**src/rtl/multicycle_ctrl_if.sv**
```systemverilog
// Unified memory port handshake between the
// multi-cycle control unit and the memory.
interface multicycle_ctrl_if;
  logic mem_req;
  logic mem_we;
  logic mem_ready;

  modport master (
    output mem_req,
    output mem_we,
    input  mem_ready
  );

  modport slave (
    input  mem_req,
    input  mem_we,
    output mem_ready
  );
endinterface

```
**src/rtl/multicycle_ctrl.sv**
```systemverilog
// RV32I multi-cycle control FSM: fetch, decode,
// execute, memory, writeback, with bus timeout trap.
module multicycle_ctrl #(
  parameter int TIMEOUT = 8,
  parameter int TO_W    = 4,
  parameter bit TRAP_EN = 1'b1
) (
  input  logic              clk,
  input  logic              rst,
  input  logic [31:0]       instr,
  input  logic              br_eq,
  input  logic              br_lt,
  multicycle_ctrl_if.master mem,
  output logic              pc_sel,
  output logic              pc_wen,
  output logic              ir_wen,
  output logic [2:0]        imm_sel,
  output logic              a_sel,
  output logic              b_sel,
  output logic              br_un,
  output logic [3:0]        alu_op,
  output logic [1:0]        wb_sel,
  output logic              reg_wen,
  output logic              illegal,
  output logic              bus_err,
  output logic [2:0]        state
);

  typedef enum logic [2:0] {
    FETCH     = 3'd0,
    DECODE    = 3'd1,
    EXECUTE   = 3'd2,
    MEMORY    = 3'd3,
    WRITEBACK = 3'd4,
    TRAP      = 3'd5
  } state_t;

  localparam logic [6:0] OP_LOAD  = 7'b0000011;
  localparam logic [6:0] OP_STORE = 7'b0100011;
  localparam logic [6:0] OP_OP    = 7'b0110011;
  localparam logic [6:0] OP_OPIMM = 7'b0010011;
  localparam logic [6:0] OP_BR    = 7'b1100011;
  localparam logic [6:0] OP_JAL   = 7'b1101111;
  localparam logic [6:0] OP_JALR  = 7'b1100111;
  localparam logic [6:0] OP_LUI   = 7'b0110111;
  localparam logic [6:0] OP_AUIPC = 7'b0010111;

  state_t          st, st_nxt;
  logic [TO_W-1:0] cnt, cnt_nxt;
  logic            ill_q, bus_q;
  logic            set_ill, set_bus;

  logic [6:0] opc;
  logic [2:0] f3;
  logic       is_ld, is_st, is_op, is_opi;
  logic       is_br, is_jal, is_jalr;
  logic       is_lui, is_aui;
  logic       legal, taken;
  logic       stall, tout;
  logic [2:0] imm_d;
  logic [3:0] alu_d;
  logic       a_d, b_d;
  logic       unused_bits;

  assign opc = instr[6:0];
  assign f3  = instr[14:12];
  assign unused_bits =
    ^{instr[31], instr[29:15], instr[11:7]};

  assign is_ld   = opc == OP_LOAD;
  assign is_st   = opc == OP_STORE;
  assign is_op   = opc == OP_OP;
  assign is_opi  = opc == OP_OPIMM;
  assign is_br   = opc == OP_BR;
  assign is_jal  = opc == OP_JAL;
  assign is_jalr = opc == OP_JALR;
  assign is_lui  = opc == OP_LUI;
  assign is_aui  = opc == OP_AUIPC;

  // funct3 010/011 are holes in the branch space
  assign legal =
    (is_ld | is_st | is_op | is_opi |
     is_jal | is_jalr | is_lui | is_aui |
     (is_br & (f3[2:1] != 2'b01)));

  assign a_d = is_br | is_jal | is_aui;
  assign b_d = ~is_op;

  always_comb begin
    taken = 1'b0;
    case (f3)
      3'b000:         taken = br_eq;
      3'b001:         taken = ~br_eq;
      3'b100, 3'b110: taken = br_lt;
      3'b101, 3'b111: taken = ~br_lt;
      default:        taken = 1'b0;
    endcase
  end

  always_comb begin
    imm_d = 3'd0;
    unique case (1'b1)
      is_st:           imm_d = 3'd1;
      is_br:           imm_d = 3'd2;
      is_lui, is_aui:  imm_d = 3'd3;
      is_jal:          imm_d = 3'd4;
      default:         imm_d = 3'd0;
    endcase
  end

  always_comb begin
    alu_d = 4'b0000;
    unique case (1'b1)
      is_op:   alu_d = {instr[30], f3};
      is_opi:  alu_d = {instr[30] & (f3 == 3'b101), f3};
      is_lui:  alu_d = 4'b1111;
      default: alu_d = 4'b0000;
    endcase
  end

  assign stall = ((st == FETCH) | (st == MEMORY))
               & ~mem.mem_ready;
  assign tout  = stall
               & (cnt >= TO_W'(TIMEOUT - 1));

  always_comb begin
    cnt_nxt = '0;
    if (stall && !tout)
      cnt_nxt = (cnt == '1) ? cnt : cnt + 1'b1;
  end

  always_ff @(posedge clk) begin
    if (rst) begin
      st    <= FETCH;
      cnt   <= '0;
      ill_q <= 1'b0;
      bus_q <= 1'b0;
    end else begin
      st  <= st_nxt;
      cnt <= cnt_nxt;
      if (set_ill) ill_q <= 1'b1;
      if (set_bus) bus_q <= 1'b1;
    end
  end

  always_comb begin
    st_nxt      = st;
    set_ill     = 1'b0;
    set_bus     = 1'b0;
    pc_sel      = 1'b0;
    pc_wen      = 1'b0;
    ir_wen      = 1'b0;
    imm_sel     = 3'd0;
    a_sel       = 1'b0;
    b_sel       = 1'b0;
    br_un       = 1'b0;
    alu_op      = 4'b0000;
    wb_sel      = 2'd0;
    reg_wen     = 1'b0;
    mem.mem_req = 1'b0;
    mem.mem_we  = 1'b0;

    // datapath selects held stable from EXECUTE to writeback
    if (st inside {EXECUTE, MEMORY, WRITEBACK}) begin
      imm_sel = imm_d;
      a_sel   = a_d;
      b_sel   = b_d;
      alu_op  = alu_d;
    end

    unique case (st)
      FETCH: begin
        mem.mem_req = 1'b1;
        if (mem.mem_ready) begin
          ir_wen = 1'b1;
          st_nxt = DECODE;
        end else if (tout) begin
          if (TRAP_EN) begin
            st_nxt  = TRAP;
            set_bus = 1'b1;
          end else begin
            pc_wen = 1'b1;
          end
        end
      end
      DECODE: begin
        imm_sel = imm_d;
        if (!legal) begin
          if (TRAP_EN) begin
            st_nxt  = TRAP;
            set_ill = 1'b1;
          end else begin
            pc_wen = 1'b1;
            st_nxt = FETCH;
          end
        end else begin
          st_nxt = EXECUTE;
        end
      end
      EXECUTE: begin
        if (is_br) begin
          pc_wen = 1'b1;
          pc_sel = taken;
          br_un  = f3[1];
          st_nxt = FETCH;
        end else if (is_ld || is_st) begin
          st_nxt = MEMORY;
        end else begin
          st_nxt = WRITEBACK;
        end
      end
      MEMORY: begin
        mem.mem_req = 1'b1;
        mem.mem_we  = is_st;
        if (mem.mem_ready) begin
          if (is_st) begin
            pc_wen = 1'b1;
            st_nxt = FETCH;
          end else begin
            st_nxt = WRITEBACK;
          end
        end else if (tout) begin
          if (TRAP_EN) begin
            st_nxt  = TRAP;
            set_bus = 1'b1;
          end else begin
            pc_wen = 1'b1;
            st_nxt = FETCH;
          end
        end
      end
      WRITEBACK: begin
        reg_wen = 1'b1;
        pc_wen  = 1'b1;
        if (is_jal || is_jalr) begin
          wb_sel = 2'd2;
          pc_sel = 1'b1;
        end else begin
          wb_sel = is_ld ? 2'd0 : 2'd1;
        end
        st_nxt = FETCH;
      end
      TRAP: begin
      end
      default: st_nxt = FETCH;
    endcase

    if (rst) begin
      set_ill     = 1'b0;
      set_bus     = 1'b0;
      pc_sel      = 1'b0;
      pc_wen      = 1'b0;
      ir_wen      = 1'b0;
      imm_sel     = 3'd0;
      a_sel       = 1'b0;
      b_sel       = 1'b0;
      br_un       = 1'b0;
      alu_op      = 4'b0000;
      wb_sel      = 2'd0;
      reg_wen     = 1'b0;
      mem.mem_req = 1'b0;
      mem.mem_we  = 1'b0;
    end
  end

  assign illegal = ill_q & ~rst;
  assign bus_err = bus_q & ~rst;
  assign state   = rst ? 3'd0 : st;

endmodule

```
**src/flat_wrapper.sv**
```systemverilog
// flat-port wrapper written by rule: the top's interface ports become plain ports
module multicycle_ctrl_flat 
#(
  parameter int TIMEOUT = 8,
  parameter int TO_W    = 4,
  parameter bit TRAP_EN = 1'b1
)
  (clk, rst, instr, br_eq, br_lt, pc_sel, pc_wen, ir_wen, imm_sel, a_sel, b_sel, br_un, alu_op, wb_sel, reg_wen, illegal, bus_err, state, mem_mem_req, mem_mem_we, mem_mem_ready);
  multicycle_ctrl_if mem_i ();
  input  logic clk;
  input  logic rst;
  input  logic [31:0] instr;
  input  logic br_eq;
  input  logic br_lt;
  output logic pc_sel;
  output logic pc_wen;
  output logic ir_wen;
  output logic [2:0] imm_sel;
  output logic a_sel;
  output logic b_sel;
  output logic br_un;
  output logic [3:0] alu_op;
  output logic [1:0] wb_sel;
  output logic reg_wen;
  output logic illegal;
  output logic bus_err;
  output logic [2:0] state;
  output wire logic [$bits(mem_i.mem_req)-1:0] mem_mem_req;
  output wire logic [$bits(mem_i.mem_we)-1:0] mem_mem_we;
  input wire logic [$bits(mem_i.mem_ready)-1:0] mem_mem_ready;
  assign mem_mem_req = mem_i.mem_req;
  assign mem_mem_we = mem_i.mem_we;
  assign mem_i.mem_ready = mem_mem_ready;
  multicycle_ctrl #(.TIMEOUT(TIMEOUT), .TO_W(TO_W), .TRAP_EN(TRAP_EN)) u_core (.clk(clk), .rst(rst), .instr(instr), .br_eq(br_eq), .br_lt(br_lt), .mem(mem_i), .pc_sel(pc_sel), .pc_wen(pc_wen), .ir_wen(ir_wen), .imm_sel(imm_sel), .a_sel(a_sel), .b_sel(b_sel), .br_un(br_un), .alu_op(alu_op), .wb_sel(wb_sel), .reg_wen(reg_wen), .illegal(illegal), .bus_err(bus_err), .state(state));
endmodule
```
**config.mk**
```make
export PLATFORM = sky130hd
export DESIGN_NAME = multicycle_ctrl_flat
export DESIGN_NICKNAME = d
export VERILOG_FILES = /design/src/rtl/multicycle_ctrl_if.sv /design/src/rtl/multicycle_ctrl.sv /design/src/flat_wrapper.sv
export SDC_FILE = /design/constraint.sdc
export NUM_CORES = 1
export LEC_CHECK = 0
export CORE_AREA = 3 3 55 57
export DETAILED_ROUTE_END_ITERATION = 8
export DIE_AREA = 0 0 58 60
export PLACE_DENSITY = 0.75
export SLEW_MARGIN = 20
export SYNTH_ARGS = -nofsm -noshare
export SYNTH_HDL_FRONTEND = slang
export SYNTH_SLANG_ARGS = --single-unit
export TNS_END_PERCENT = 20
```
**constraint.sdc**
```tcl
create_clock -name clk -period 2.8 [get_ports clk]
set_input_delay 0.84 -clock clk [delete_from_list [all_inputs] [get_ports clk]]
set_output_delay 0.84 -clock clk [all_outputs]
set_load 0.05 [all_outputs]
```
# After elaboration in Yosys (flattened, before gate mapping)
# Index checks and enable logic that the tools add are counted.
# op_classes
addsub	1
n_lt_le_gt_ge	1
n_eq_ne	21
mux	53
bitwise	23
reduce_logical	12
# ops
cell	count
3-bit two-way mux	11
1-bit two-way mux	31
7-bit by 6-bit equality test with 1-bit output, second input constant	3
7-bit equality test, second input constant	3
3-bit equality test, second input constant	6
3-bit case mux with 5 select lines	1
7-bit by 5-bit equality test with 1-bit output, second input constant	2
3-bit case mux with 4 select lines	1
4-bit case mux with 3 select lines	1
1-bit OR	11
2-bit OR reduction	5
4-bit two-way mux	2
7-bit by 2-bit equality test with 1-bit output, second input constant	1
1-bit AND	6
3-bit by 1-bit equality test with 1-bit output, second input constant	2
3-bit by 2-bit equality test with 1-bit output, second input constant	2
3-bit zero test	2
2-bit two-way mux	3
1-bit inverter	6
4-bit by 1-bit adder with 4-bit output, second input constant	1
4-bit equality test, second input constant	1
4-bit by 3-bit >= comparator with 1-bit output, second input constant	1
1-bit case mux with 4 select lines	1
1-bit case mux with 3 select lines	1
6 further kinds	7
# totals
register_bits	9
output_inout_bits	23
wordCells	115

# Logic depth before layout (Yosys ltp)
# Gate-level depths: netlist (run 1).
# logic_depth
word_depth	12
ltp_mapped	6
mapped_depth_nobuf	5

# Worst setup path before layout (run 1)
# OpenSTA, ideal clock, no wires.
# synth_timing
path_kind	input to output
start	input port instr[3]
end	output port mem_mem_we
arrival_time_ps	3035
required_time_ps	1960
slack_ps	-1075
stages	4
path_cell_list	or3_4 nor2_4 nand2_2 nor4b_1
# synth_between
elab_chain_cells	3
# synth_lines
item	line	text
from (decl)	flat_wrapper.sv:12	input logic [31:0] instr;
7-bit by 6-bit equality test with 1-bit output	multicycle_ctrl.sv:71	assign is_st = opc == OP_STORE;
1-bit two-way mux	multicycle_ctrl.sv:171	unique case (st)
1-bit two-way mux	multicycle_ctrl.sv:248	if (rst) begin
to (decl)	flat_wrapper.sv:29	output wire logic [$bits(mem_i.mem_we)-1:0] mem_mem_we;
# No other way between the ends.

# Worst setup path after layout (run 1)
# layout_timing
start	input port instr[2]
end	output port pc_wen
# layout_between
elab_chain_cells	5
word_cells_on_any_way	7
classes_between	eq/ne (2); mux (5)
# layout_lines
item	line	text
7-bit by 6-bit equality test with 1-bit output	multicycle_ctrl.sv:71	
1-bit two-way mux	multicycle_ctrl.sv:216	if (is_st) begin
1-bit two-way mux	multicycle_ctrl.sv:215	if (mem.mem_ready) begin
1-bit case mux with 3 select lines *	multicycle_ctrl.sv:171	
1-bit two-way mux *	multicycle_ctrl.sv:248	
to (decl)	flat_wrapper.sv:16	output logic pc_wen;
# Every way passes the cells marked *; elsewhere a longest branch is shown, timed or not.

==> flow_summary.yaml, run 1 <==
die:
  num_io_pins: 60
  core_region_area_um2: 2522
  die_area_um2: 3480
  die_x_um: 58
  initial_utilization_pct: 33.43
  placement_rows: 18
  chipHeight_um: 60
logic_synthesis:
  syn_area_um2: 843.3
  postSynth.asyncResetShare_pct: 0
  syn-instance-count: 123
  synthesis.yosys.warnings: 0
  postSynthRegisterBits: 9
  number_of_flops_mapped_to_enable_cells_by_yosys: 0
  synthesis.nets: 161
  synth_top_cell_area_share_pct: 21.36
  postSynthAreaPerCell_um2: 6.856
  synthFlopType: "dfxtp_1"
  yosys.area.top_type: "dfxtp_1"
  synth.yosys.seq_area_share_pct: 21.36
  synth_cell_types: 42
  synth.top_cells.by_area: "dfxtp_1, nor2_1, a21oi_1"
route:
  drt_wl_total_um: 3620
  routed-via-count: 1253
  detailedRoute.firstPassIterationCount: 4
  drt_drc_violations_left: 0
  viasPerCell: 5.472
  ant_nets: 0
  drtIter0Drc: 31
  wire_per_inst_um: 15.81
power_and_ir_drop:
  power_density_normalized_to_cell_area_nw_per_um2: 246.1
  report.power.total_mw: 0.4891
  static-leakage-power_nw: 0.7824
  ir_drop_uv: 215.0
place:
  dp.cells: 217
  gpl.final_weighted_congestion: 0.8785
  hpwlAfterDp_um: 2601
  preCtsSetupSlack_ns: -0.6458
  numPortBuffers: 38
  placed_instance_area_um2: 1769
outcome:
  status: "finished, violations left"
  violations: "negative setup slack"
critical_path:
  path_delay_family: "simple AND/OR/NAND/NOR gates"
  cp_cell_sequence: "buf_6, or3_4, or3_1, o21ai_1, nand2b_1, a21oi_2, buf_12"
  timing.critical_path.fanout_max: 3
  crit_path_max_incr_delay_ns: 0.41
  timing.critical_path.buf_inv: 2
  startpoint_type: "primary input"
  critical_path.endpoint_type: "primary output"
  cp.required_ns: 1.96
  timing_worst_setup_path_type: "primary input to primary output"
  cp_slowest_cell: "or3_4"
  crit_arrival_ns: 2.28
sta:
  final_hold_viol_count: 0
  timing.final.crit_period_ns: 3.121
  post-route-worst-setup-slack_ns: -0.3208
  post-route-period-util_pct: 111.5
  tightest_slew_ns: 0.3332
  number_of_failing_setup_endpoints_in_the_final_timing_report: 14
  finalHoldWorstSlack_ns: 0.4488
  slew_headroom_pct: 77.55
  finalClockSkew_ns: 0.002409
  fmax_ghz: 0.3204
  slew_violations: 0
  unrepaired_setup_endpoints_after_global_routing: "yes"
clock_tree:
  clock_tree.buffer_depth: 2
  cts.clk_slew.worst_paths_ns: 0.06
  cts_max_level: 1
  total_clock_sinks: 9
  tritoncts_clock_tree: "built"
  cts_hold_buf: 0
  cts_root_buffer: "clkbuf_4"
  cts_buffers: 3
  clkLatencyLatePin_ns: 0.26
layout:
  final_area_um2: 1987
  antennaDiodeCount: 0
  final_net_count: 238
  drive_above_1_share_pct: 52.26
  area_delta_synth_final_pct: 135.6
  post_layout_nonfiller_instances: 229
global_routing:
  number_of_global_route_vias_before_repair: 1254
  grt_max_degree: 13
  grtUsageTotal_pct: 20.22
  first_pass_grt_wire_length_um: 5485
  globalRouteOverflowTotal: 0
  antenna_found_initial: 0
flow_run:
  cap_viol_max_count: 0
min_path:
  hold_path_class: "flip-flop to flip-flop"
## worst register-to-register path, cell delays in order (launching register included)
cell and delay [ns]:
dfxtp_1 0.49, buf_4 0.20, xor2_1 0.08, or3_1 0.33, or3b_1 0.43, nor2_1 0.12
## synthesized netlist by cell type, types with 2 or more instances
cell	count
inv_1	6
a21oi_1	11
nor2b_1	5
or3_1	4
o21ai_0	4
o21a_1	4
dfxtp_1	9
and2_1	2
nand4_1	2
nand4b_1	2
nand3_1	2
a21o_1	2
and3_1	2
nand2b_1	6
nor3_1	5
nand2_1	6
xor2_1	2
o221ai_1	2
buf_2	2
nor2_1	20
clkbuf_1	4
## worst paths after layout
kind	startpoint	endpoint	slack (ns)	cells after the start
worst max-delay path	instr[2]	pc_wen	-0.32	7
worst min-delay path	u_core.cnt[0]	u_core.cnt[0]	0.45	1
worst min register to register	u_core.cnt[0]	u_core.cnt[0]	0.45	1
worst max register to register	u_core.st[1]	u_core.cnt[3]	1.09	5
## cell families after synthesis
kind of cell / synth area share [%]
fa+ha+maj: 1.483
flops: 21.36
simple gates: 42.73
compound gates: 25.67
buf+inv: 5.637
xor+xnor: 3.116
## report_power, final
group	switching (mW)	internal, mW
registers	0.00747	0.135
logic	0.129	0.118
clock network	0.0472	0.0528
total	0.183	0.306
## routing by layer
metal  vias to the layer above  global-route usage [%]  share of wire [%]
li1                        595                       -                  -
met3                        10                   4.536                6.2
met1                       590                   21.99                 38
met5                         -                       0                  0
met4                         0                   6.623                1.9
met2                        58                   38.39                 54
## sequential cells by signal (all words and copies together), names as in the netlist
| name | count |
|---|---|
| u_core.bus_q | 1 |
| u_core.ill_q | 1 |
| u_core.st | 3 |
| u_core.cnt | 4 |
## cell type report
type | instances | area [um^2]
clock buffer | 3 | 22.52
clock inverter | 1 | 5.005
fill | 157 | 535.5
inverter | 6 | 26.28
multi-input combinational | 102 | 789.5
sequential | 9 | 180.2
tap | 30 | 37.54
timing repair buffer | 78 | 925.9
## through the flow
| step | utilization (%) | TNS, ns |
|---|---|---|
| after detailed placement | 70.14 | -8.050 |
| after CTS | 75.45 | -1.670 |
| after floorplan | - | -2.261 |
| final | 78.77 | -2.015 |
| after global placement | 70.14 | -7.829 |
| after global routing | 78.77 | -2.787 |
## cells in the final DEF, fill, tap and decap left out, types with 2 or more instances in the layout
cell,instances
nand4b_1,2
clkbuf_4,3
nor2b_2,2
nand3_1,2
nand2_2,2
nor2_1,16
o221ai_1,2
nor3_1,2
a21oi_1,7
inv_1,5
nor2b_1,3
o21ai_0,4
or3_4,2
buf_2,2
dfxtp_1,9
nand2b_1,6
a21oi_4,3
nand2_1,4
buf_6,11
buf_12,23
xor2_1,2
clkdlybuf4s50_1,7
or3_1,3
o21a_1,4
nand4_1,2
nor3_4,2
nor2_4,5
buf_4,33
## repair_timing
| action | 4_1_cts | 5_1_grt |
|---|---|---|
| resized for setup | 49 | 16 |
| cloned | 0 | 0 |
| setup buffers | 4 | 5 |
| endpoints found under the setup margin | 23 | 17 |
| pin swaps | 19 | 15 |
Note: power is estimated with default switching activity, not from simulation.
==> run 2: changes to the inputs <==
CAP_MARGIN = 5   (was unset)
PLACE_DENSITY = 0.86   (was 0.75)
==> run 2 against run 1 <==
Net effect: the flow still finishes with violations (negative setup slack); cell area shrank 6.2%; total power down 0.70%; sequential share of layout area up 0.60 points; sequential power about the same; highest routed layer unchanged; hold slack gained 0.0091 ns; critical endpoint unchanged.
==> flow_summary.yaml, run 2 (same netlist as run 1, synthesis figures left out) <==
global_routing:
  number_of_global_route_vias_before_repair: 1193
  grt_most_used_layer: "met2"
  use_met2_pct: 40.32
  grt_max_degree: 17
  globalRouteOverflowTotal: 0
  grt.met3_usage_pct: 4.536
  antenna_found_initial: 0
  grt.met1_usage_pct: 24.74
  first_pass_grt_wire_length_um: 5706
  grtUsageTotal_pct: 21.58
die:
  chipHeight_um: 60
  die_area_um2: 3480
  initial_utilization_pct: 33.43
  num_io_pins: 60
  core_region_area_um2: 2522
  placement_rows: 18
  die_x_um: 58
critical_path:
  timing.critical_path.buf_inv: 2
  reg_to_reg_end: "u_core.cnt[2]"
  critical_path.endpoint_type: "primary output"
  worst_r2r_path_depth: 4
  timing.critical_path.mode_cell: "or3_4"
  timing.critical_path.fanout_max: 3
  ff2ff_setup_slack_ns: 1.13
  cp_slowest_cell: "or3_4"
  path_delay_family: "simple AND/OR/NAND/NOR gates"
  crit_path_max_incr_delay_ns: 0.41
  crit_arrival_ns: 2.21
  timing_worst_setup_path_type: "primary input to primary output"
  reg2reg_from: "u_core.st[1]"
  cp_cell_sequence: "buf_6, or3_4, nor2_4, nand2_2, or3_4, a21oi_4, buf_12"
  cp.required_ns: 1.96
  startpoint_type: "primary input"
power_and_ir_drop:
  power_density_normalized_to_cell_area_nw_per_um2: 260.5
  ir_drop_uv: 295.3
  p_sw_share_pct: 38.74
  share_clk_of_total_power_pct: 21.5
  sequentialPowerShare_pct: 29.4
  report.power.total_mw: 0.4856
  power.switching_mw: 0.1882
  static-leakage-power_nw: 0.7187
  combinationalPowerShare_pct: 49.1
  cellInternalPower_mw: 0.2975
sta:
  fmax_ghz: 0.3277
  slew_violations: 0
  unrepaired_setup_endpoints_after_global_routing: "yes"
  finalClockSkew_ns: 0.004271
  slew_headroom_pct: 74.43
  timing.final.crit_period_ns: 3.052
  tightest_slew_ns: 0.3830
  number_of_failing_setup_endpoints_in_the_final_timing_report: 9
  post-route-period-util_pct: 109.0
  final_hold_viol_count: 0
  post-route-worst-setup-slack_ns: -0.2517
layout:
  most-common-layout-cells: "buf_4, buf_12, nor2_1"
  final_core_util_pct: 73.91
  reg_top3: "u_core.cnt: 4 flops, u_core.st: 3 flops"
  final_net_count: 226
  top_register: "u_core.cnt"
  post_layout_nonfiller_instances: 217
  antennaDiodeCount: 0
  drive_above_1_share_pct: 47.59
  layout.cells.most_common: "buf_4"
  fill_cells: 167
  area_delta_synth_final_pct: 121.1
  max_reg_flops: 4
min_path:
  worstHoldEndpoint: "u_core.cnt[0]"
  hold_sp: "u_core.cnt[0]"
  hold_path_class: "flip-flop to flip-flop"
  timing.hold.worst_path_depth: 1
flow_run:
  cap_viol_max_count: 0
clock_tree:
  cts.clk_slew.worst_paths_ns: 0.07
  cts_hold_buf: 0
  clkLatencyLatePin_ns: 0.27
  cts_buffers: 3
  tritoncts_clock_tree: "built"
  clock_tree.buffer_depth: 2
  cts_root_buffer: "clkbuf_4"
  total_clock_sinks: 9
  cts_max_level: 1
route:
  detailedRoute.firstPassIterationCount: 4
  drtIter0Drc: 39
  drt_drc_violations_left: 0
  viasPerCell: 5.429
  routed-via-count: 1178
  ant_nets: 0
  wire_per_inst_um: 16.39
  drt_wl_total_um: 3556
outcome:
  violations: "negative setup slack"
  status: "finished, violations left"
place:
  dp.cells: 208
  preCtsSetupSlack_ns: -0.6233
  numPortBuffers: 38
  gpl.final_weighted_congestion: 0.9303
  hpwlAfterDp_um: 2428
run 2: cell types whose count changed in the layout (fill, tap and decap cells not counted), sizes merged:
| cell | delta |
|---|---|
| clkdlybuf4s15 | +1 |
| dlygate4sd2 | -1 |
| buf | -12 |
| inv | +1 |
| clkinvlp | -1 |
run 2: worst max-delay path by stage:
stage | start | to | depth (start not counted)
finish | instr[3] | pc_wen | 7
global route | instr[3] | pc_wen | 7
CTS | instr[2] | pc_wen | 7
detailed placement | instr[2] | pc_wen | 7
global placement | instr[3] | pc_wen | 7
floorplan | rst | alu_op[3] | 4
run 2: layout make-up:
type | count | area, um^2 | share of cell area, %
Multi-Input combinational cell | 102 | 788.3 | 42.28
Timing Repair Buffer | 66 | 808.3 | 43.36
Clock inverter | 1 | 5.005 | 0.2685
Clock buffer | 3 | 22.52 | 1.208
Tap cell | 30 | 37.54 | 2.013
Inverter | 6 | 22.52 | 1.208
Sequential cell | 9 | 180.2 | 9.664
run 2: what timing repair did:
item | CTS | global route
setup buffers | 3 | 2
endpoints found under the setup margin | 18 | 14
pin swaps | 11 | 7
hold endpoints to repair | 0 | 0
gates resized for setup | 48 | 9
run 2: power by group through the flow:
stage | clock, mW | sequential, mW | combinational, mW
finish | 0.104 | 0.143 | 0.238
global route | 0.116 | 0.144 | 0.251
CTS | 0.102 | 0.142 | 0.229
detailed placement | 0 | 0.145 | 0.220
global placement | 0 | 0.145 | 0.214
floorplan | 0 | 0.141 | 0.113
run 2: through the flow:
step	setup TNS, ns	area [um^2]	hold WS [ns]
5_1_grt	-1.540	1864	0.4803
2_1_floorplan	-2.261	907.1	0.4176
3_5_place_dp	-6.822	1702	0.4499
4_1_cts	-1.166	1818	0.4592
3_3_place_gp	-6.272	1702	0.4262
6_report	-1.017	1864	0.4579
run 2: layer usage:
layer,part of all wire (%),wire (um)
met5,0,0
met4,1.2,42
met3,6.2,220
met2,54,1930
met1,38,1363
